==> config.mk <==
export PLATFORM = sky130hd
export DESIGN_NAME = sr_flag_sequencer
export DESIGN_NICKNAME = d
export VERILOG_FILES = /design/src/rtl/sr_flag_sequencer.sv
export SDC_FILE = /design/constraint.sdc
export NUM_CORES = 1
export LEC_CHECK = 0
export ABC_AREA = 0
export CAP_MARGIN = 20
export CORE_MARGIN = 3
export CORE_UTILIZATION = 45
export CTS_BUF_LIST = sky130_fd_sc_hd__clkbuf_8
export DETAILED_ROUTE_END_ITERATION = 16
export GPL_ROUTABILITY_DRIVEN = 0
export GPL_TIMING_DRIVEN = 0
export PLACE_DENSITY = 0.72
export SYNTH_ARGS = -nofsm -noshare
export SYNTH_HDL_FRONTEND = slang
export SYNTH_SLANG_ARGS = --single-unit
==> constraint.sdc <==
create_clock -name clk -period 2.6 [get_ports clk]
set_clock_uncertainty 0.15 [all_clocks]
set_input_delay 0.52 -clock clk [delete_from_list [all_inputs] [get_ports clk]]
set_output_delay 0.52 -clock clk [all_outputs]
set_load 0.01 [all_outputs]
==> src/rtl/sr_flag_sequencer.sv <==
// -----------------------------------------------------------------------------
// sr_flag_sequencer
// Arbitrates SET / CLEAR requests for a bank of clocked SR status flags,
// issues a single one-cycle s or r pulse to the addressed flag and waits for
// the flag's q to confirm the new value before acknowledging.
// s and r can only be driven from the DRIVE state, and only one of them per
// operation, so the bank never sees S=R=1.
// -----------------------------------------------------------------------------
module sr_flag_sequencer #(
    parameter int NUM_FLAGS = 4,
    parameter int IDX_W     = 2,
    parameter int TIMEOUT   = 4
) (
    input  logic                 clk,
    input  logic                 rst,
    input  logic                 set_req,
    input  logic [IDX_W-1:0]     set_idx,
    input  logic                 clr_req,
    input  logic [IDX_W-1:0]     clr_idx,
    input  logic [NUM_FLAGS-1:0] q_in,
    output logic [NUM_FLAGS-1:0] s_out,
    output logic [NUM_FLAGS-1:0] r_out,
    output logic                 set_ack,
    output logic                 clr_ack,
    output logic                 err,
    output logic                 busy
);

    // Counter is one bit wider than needed for TIMEOUT-1 so it can never wrap
    // before the timeout compare fires.
    localparam int                CNT_W      = $clog2(TIMEOUT) + 1;
    localparam logic [CNT_W-1:0]  CNT_LAST   = CNT_W'(TIMEOUT - 1);
    localparam logic [IDX_W:0]    NUM_FLAGS_C = (IDX_W + 1)'(NUM_FLAGS);

    typedef enum logic [1:0] {
        ST_IDLE  = 2'd0,
        ST_DRIVE = 2'd1,
        ST_CHECK = 2'd2,
        ST_RESP  = 2'd3
    } state_t;

    state_t                 r_state;
    logic                   r_prio_set;   // 1: SET wins the next contention
    logic                   r_op_set;     // granted operation: 1 = SET, 0 = CLEAR
    logic [NUM_FLAGS-1:0]   r_mask;       // one-hot mask of the granted flag
    logic [CNT_W-1:0]       r_cnt;

    logic                   w_any_req;
    logic                   w_contend;
    logic                   w_grant_set;
    logic [IDX_W-1:0]       w_gidx;
    logic                   w_idx_ok;
    logic [NUM_FLAGS-1:0]   w_gmask;
    logic                   w_q_sel;
    logic                   w_match;

    // Grant decision for the IDLE state: lone requester wins, contention goes to prio
    always_comb begin
        w_any_req   = set_req | clr_req;
        w_contend   = set_req & clr_req;
        w_grant_set = set_req & (~clr_req | r_prio_set);
        w_gidx      = w_grant_set ? set_idx : clr_idx;
        w_idx_ok    = ({1'b0, w_gidx} < NUM_FLAGS_C);
        w_gmask     = NUM_FLAGS'(1) << w_gidx;
    end

    // Confirmation compare: selected q against the value the operation should produce
    always_comb begin
        w_q_sel = |(q_in & r_mask);
        w_match = (w_q_sel == r_op_set);
    end

    // Sequencer FSM with registered pulse, handshake and busy outputs
    always_ff @(posedge clk or posedge rst) begin
        if (rst) begin
            r_state    <= ST_IDLE;
            r_prio_set <= 1'b1;
            r_op_set   <= 1'b0;
            r_mask     <= '0;
            r_cnt      <= '0;
            s_out      <= '0;
            r_out      <= '0;
            set_ack    <= 1'b0;
            clr_ack    <= 1'b0;
            err        <= 1'b0;
            busy       <= 1'b0;
        end else begin
            // Pulses last one cycle unless a state below re-asserts them
            s_out   <= '0;
            r_out   <= '0;
            set_ack <= 1'b0;
            clr_ack <= 1'b0;
            err     <= 1'b0;

            case (r_state)
                ST_IDLE: begin
                    if (w_any_req) begin
                        busy     <= 1'b1;
                        r_op_set <= w_grant_set;
                        r_mask   <= w_gmask;
                        if (w_contend) begin
                            r_prio_set <= ~r_prio_set;
                        end
                        if (w_idx_ok) begin
                            // The pulse is registered here so it is live during DRIVE
                            r_state <= ST_DRIVE;
                            if (w_grant_set) begin
                                s_out <= w_gmask;
                            end else begin
                                r_out <= w_gmask;
                            end
                        end else begin
                            // Nonexistent flag: report without touching the bank
                            r_state <= ST_RESP;
                            err     <= 1'b1;
                        end
                    end
                end

                ST_DRIVE: begin
                    r_state <= ST_CHECK;
                    r_cnt   <= '0;
                end

                ST_CHECK: begin
                    if (w_match) begin
                        r_state <= ST_RESP;
                        set_ack <= r_op_set;
                        clr_ack <= ~r_op_set;
                    end else if (r_cnt == CNT_LAST) begin
                        r_state <= ST_RESP;
                        err     <= 1'b1;
                    end else begin
                        r_cnt <= r_cnt + CNT_W'(1);
                    end
                end

                ST_RESP: begin
                    r_state <= ST_IDLE;
                    busy    <= 1'b0;
                end

                default: begin
                    r_state <= ST_IDLE;
                    busy    <= 1'b0;
                end
            endcase
        end
    end

endmodule

# Yosys cells after proc, flatten, opt, wreduce, memory -nomap -nowiden
# Cells that the tools add are included.
[totals]
register_bits = 23
inputBits = 12
out_inout_bits = 12
word_cells = 62
[classes]
addsub = 1
eq_ne = 9
n_shift = 1
n_mux = 23
bitwise_logic = 8
reduce_logical = 9
[ops]
columns = ["cell", "count"]
rows = [
  ["4-bit 2-to-1 mux", 6],
  ["1-bit 2-to-1 mux", 8],
  ["2-bit 2-to-1 mux", 4],
  ["2-bit case mux with 4 select lines", 1],
  ["3-bit 2-to-1 mux", 2],
  ["2-bit != test, second input constant", 3],
  ["3-bit case mux with 2 select lines", 1],
  ["2-bit AND reduction", 3],
  ["3-bit AND reduction", 2],
  ["4-bit AND", 1],
  ["2-bit == test, second input constant", 2],
  ["2-bit nonzero test", 2],
  ["4-bit OR reduction", 1],
  ["1-bit by 2-bit << shifter with 4-bit output, first input constant", 1],
  ["3-bit by 1-bit adder with 3-bit output, second input constant", 1],
  ["3-bit by 2-bit == test with 1-bit output, second input constant", 1],
  ["3-bit != test, second input constant", 1],
  ["1-bit NOT", 3],
  ["1-bit AND", 2],
  ["2-bit by 1-bit == test with 1-bit output, second input constant", 1],
  ["2-bit logical NOT", 1],
  ["1-bit OR", 2],
  ["1-bit case mux with 2 select lines", 1],
  ["1-bit == test", 1],
]

# Longest topological paths before layout
# Gate-level depths: netlist of run 1.
[depth]
depth_word = 8
mapped_depth = 7
depth_no_buf = 7

# Worst setup path after synthesis of run 1
# OpenSTA, ideal clock, no wires.
[synth_path]
kind = "input to register"
startpoint = "input q_in[2]"
endpoint = "register r_state[1]"
setup_time_ns = 0.125
arrival_time_ns = 1.731
t_required_ns = 2.325
setup_slack_ns = 0.594
path_stages = 7
path_buffers = 0
path_cell_list = "a22oi_1 nand2_1 inv_1 ha_1 nand3b_1 a21boi_1 mux2_2"
[synth_between]
elab_chain_cells = 5
elab_cells_between_ends = 7
cone_classes = "2 x eq/ne; 2 x mux; 1 x bitwise; 2 x reduce/logical"
[synth_lines]
columns = ["element", "line_no", "source"]
rows = [
  ["start, declared", "20", "input logic [NUM_FLAGS-1:0] q_in,"],
  ["4-bit AND *", "69", "w_q_sel = |(q_in & r_mask);"],
  ["4-bit OR reduction *", "69", ""],
  ["1-bit == test *", "70", "w_match = (w_q_sel == r_op_set);"],
  ["2-bit 2-to-1 mux / 3-bit != test (equally long branches)", "--", ""],
  ["2-bit case mux with 4 select lines / 2-bit AND reduction (equally long branches)", "--", ""],
  ["end signal, assigned", "76", "r_state <= ST_IDLE;"],
  ["end signal, assigned", "127", "r_state <= ST_RESP;"],
  ["end signal, assigned", "131", "r_state <= ST_RESP;"],
  ["end, declared", "42", "state_t r_state;"],
]
# Every way passes the cells marked *; elsewhere a longest branch is shown, timed or not.
# A chain may end at the register's enable or synchronous reset.

# Worst setup path in the final report of run 1
# Ends and elaborated chain as after synthesis.

==> results.cfg, run 1 <==
[clock_tree]
cts_root_buffer = clkbuf_8
cts_made_buffers = 3
cts_setup_buffers = 0
cts_hold_repair.buffers = 0
cts_resized = 0
clk_path_buf_depth = 2
h-tree-depth = 1
clkTransAtPathRegs_ns = 0.08
cts_tree = yes
clk_latency_ns = 0.26
cts_sinks = 23

[worst_setup_path]
cp_top_family = buffers and inverters
worst-path-buf-inv = 2
worstPathRequired_ns = 2.60
critical_path_class = in2reg
startpoint_type = input port
cp-end-kind = flop
cp.arrival_ns = 2.34
slowest_delay_ns = 0.40
worst-path-max-fanout = 3
path_cells = clkdlybuf4s50_1 > a22oi_1 > nand2_1 > inv_1 > ha_1 > nand3b_1 > a21boi_1 > mux2_2
critPathSlowestCell = clkdlybuf4s50_1

[synth]
synthArstFlopShare = 1.00
synthCells = 107
synth_edf_count = 0
synth_seq_cells = 23
synth_area_per_cell_sq_um = 10.5
yosysUniqueCellTypes = 34
yosys_most_used_dff = dfrtp_1
yosysSeqAreaShare = 0.512
syn_nets = 128
synth_area_sq_mm = 0.00113
yosysWarnings = 0

[grt]
grt_remaining_overflow = 0
grt_pass1_vias = 826
grt_max_degree = 24
grt_pass1_wl_mm = 3.50
antenna_found_initial = 0
grt_use_total = 0.141

[die]
die_w_microns = 56.1
die_y_microns = 56.1
placementRows = 17
die_area_sq_mm = 0.00314
initial_core_util = 0.491
core_area_sq_mm = 0.00230
ioPinCount = 24

[layout]
n_fill_cell = 197
final_util = 0.622
antennaDiodeCount = 0
area_delta_synth_final_pct = 26.7
fin_nets = 155
drive_gt1_frac = 0.0752

[pwr]
p_int_mw = 0.864
seqPwrFrac = 0.407
leakage_nw = 0.674
clock_power_share = 0.163
ir_drop_mv = 0.605
p_switching_mw = 0.467
comb_power_share = 0.430
power_mw = 1.33
p_sw_frac = 0.351
power_density_mw_per_mm2 = 931

[timing]
max_freq_mhz = 427
fin_crit_sh = 0.900
rsz0062_at_grt = no
tightest_slew_ns = 0.851
holdWs_ns = 0.355
maxSlewHeadroom = 0.432
slew_violations = 0
setup_viol = 0
period_needed_ns = 2.34
hold_viol = 0

[detailed_routing]
dr.pass1.iters = 4
wl_per_cell_microns = 12.5
antenna_left = 0
routed_wl_mm = 2.01
wl_met3_microns = 103
vias_per_cell = 5.17
wl_met2_mm = 1.01
drt_iter0_drc = 12
route.detailed.drc = 0
drt-met1-wl_microns = 870
vias = 833
routed.top_layer = met4

[run]
drv_cap = 0

[run_status]
outcome = complete, no violations

[place]
io_buffers = 22
post-dp-hpwl_mm = 1.54

[min_path]
hold_path.class = reg2reg
[final timing paths]
| path | cells after the start | to | start | slack [ns] |
|---|---|---|---|---|
| worst max register to register | 7 | r_state[1] | r_mask[2] | 0.55 |
| worst min-delay path | 1 | r_prio_set | r_prio_set | 0.35 |
| min in group asynchronous | 2 | r_out[2] | rst | 0.59 |
| worst min register to register | 1 | r_prio_set | r_prio_set | 0.35 |
| worst max-delay path | 8 | r_state[1] | q_in[2] | 0.26 |
| max in group asynchronous | 2 | r_cnt[1] | rst | 1.19 |
[cell usage in the layout, fill, tap and decap left out, types with 3 or more instances in the layout]
cell type and instances:
dfrtp_1 22, clkdlybuf4s50_1 22, inv_1 11, nor2_1 11
ha_1 9, a31oi_1 4, nand2_1 4, a211o_1 3
nand4_1 3, o21ai_0 3, nand3_1 3, nor3_1 3
clkbuf_8 3
[power groups by stage]
stage          sequential (mW)  combinational [mW]  clock (mW)
6_report                 0.542               0.572       0.217
5_1_grt                  0.554               0.648       0.236
4_1_cts                  0.544               0.584       0.222
3_5_place_dp             0.551               0.576           0
3_3_place_gp             0.541               0.554           0
2_1_floorplan            0.547               0.406           0
[synth_stat cells (2+ instances only)]
cell type | n | area share
a22oi_1 | 2 | 0.013
a21o_1 | 2 | 0.013
nand3_1 | 3 | 0.013
ha_1 | 9 | 0.10
xnor2_1 | 2 | 0.016
nor3_1 | 3 | 0.013
nand2b_1 | 2 | 0.011
inv_1 | 11 | 0.037
nand4_1 | 3 | 0.017
a211o_1 | 3 | 0.023
buf_2 | 2 | 0.0089
nand2_1 | 4 | 0.013
nor4_1 | 2 | 0.011
a31oi_1 | 4 | 0.022
and2_1 | 2 | 0.011
o21ai_0 | 3 | 0.013
mux2_2 | 2 | 0.020
nor2_1 | 11 | 0.037
dfrtp_1 | 22 | 0.49
[flip-flops by register name (all words and copies together) (netlist names)]
register    cells
s_out           4
set_ack         1
r_op_set        1
r_out           4
r_cnt           3
busy            1
r_state         2
err             1
r_prio_set      1
r_mask          4
clr_ack         1
[cell type report]
cell class	count	area [sq um]	share of cell area
Clock inverter	1	5.00	0.00350
Multi-Input combinational cell	69	484	0.339
Tap cell	28	35.0	0.0245
Timing Repair Buffer	22	220	0.154
Buffer	4	25.0	0.0175
Inverter	11	41.3	0.0289
Sequential cell	23	577	0.404
Clock buffer	3	41.3	0.0289
[kinds of logic after synthesis]
logic type | after synthesis | share of synthesized area
flops | 23 | 0.512
xor+xnor | 2 | 0.0155
compound gates | 20 | 0.127
buf+inv | 15 | 0.0588
mux | 3 | 0.0289
fa+ha+maj | 9 | 0.0999
simple gates | 35 | 0.159
[worst reg2reg max path: stages, from the launching register on]
cell and delay, ns:
dfrtp_1 0.39, a22oi_1 0.17, nand2_1 0.12, inv_1 0.08, ha_1 0.25, nand3b_1 0.13, a21boi_1 0.28, mux2_2 0.37
[stage by stage]
step | instances | area, sq um | setup TNS (ns) | setup slack [ns]
2_1_floorplan | 107 | 1130 | 0 | 0.594
3_3_place_gp | 157 | 1380 | 0 | 0.0102
3_5_place_dp | 157 | 1380 | -0.0128 | -0.0128
4_1_cts | 161 | 1430 | 0 | 0.234
5_1_grt | 161 | 1430 | 0 | 0.174
6_report | 161 | 1430 | 0 | 0.260
[routing by layer]
metal,vias up,track usage
li1,423,-
met1,384,0.158
met2,20,0.254
met3,6,0.0394
met4,0,0.0508
met5,-,0
Note: power is estimated with default switching activity, not from simulation.
==> run 2, diff against run 1 <==
--- a/config.mk
+++ b/config.mk
@@ -14,6 +14,7 @@
 export GPL_ROUTABILITY_DRIVEN = 0
 export GPL_TIMING_DRIVEN = 0
 export PLACE_DENSITY = 0.72
+export SKIP_LAST_GASP = 1
 export SYNTH_ARGS = -nofsm -noshare
 export SYNTH_HDL_FRONTEND = slang
 export SYNTH_SLANG_ARGS = --single-unit
==> results of run 2 <==
No change in the layout: final DEF, timing and power equal those of run 1.
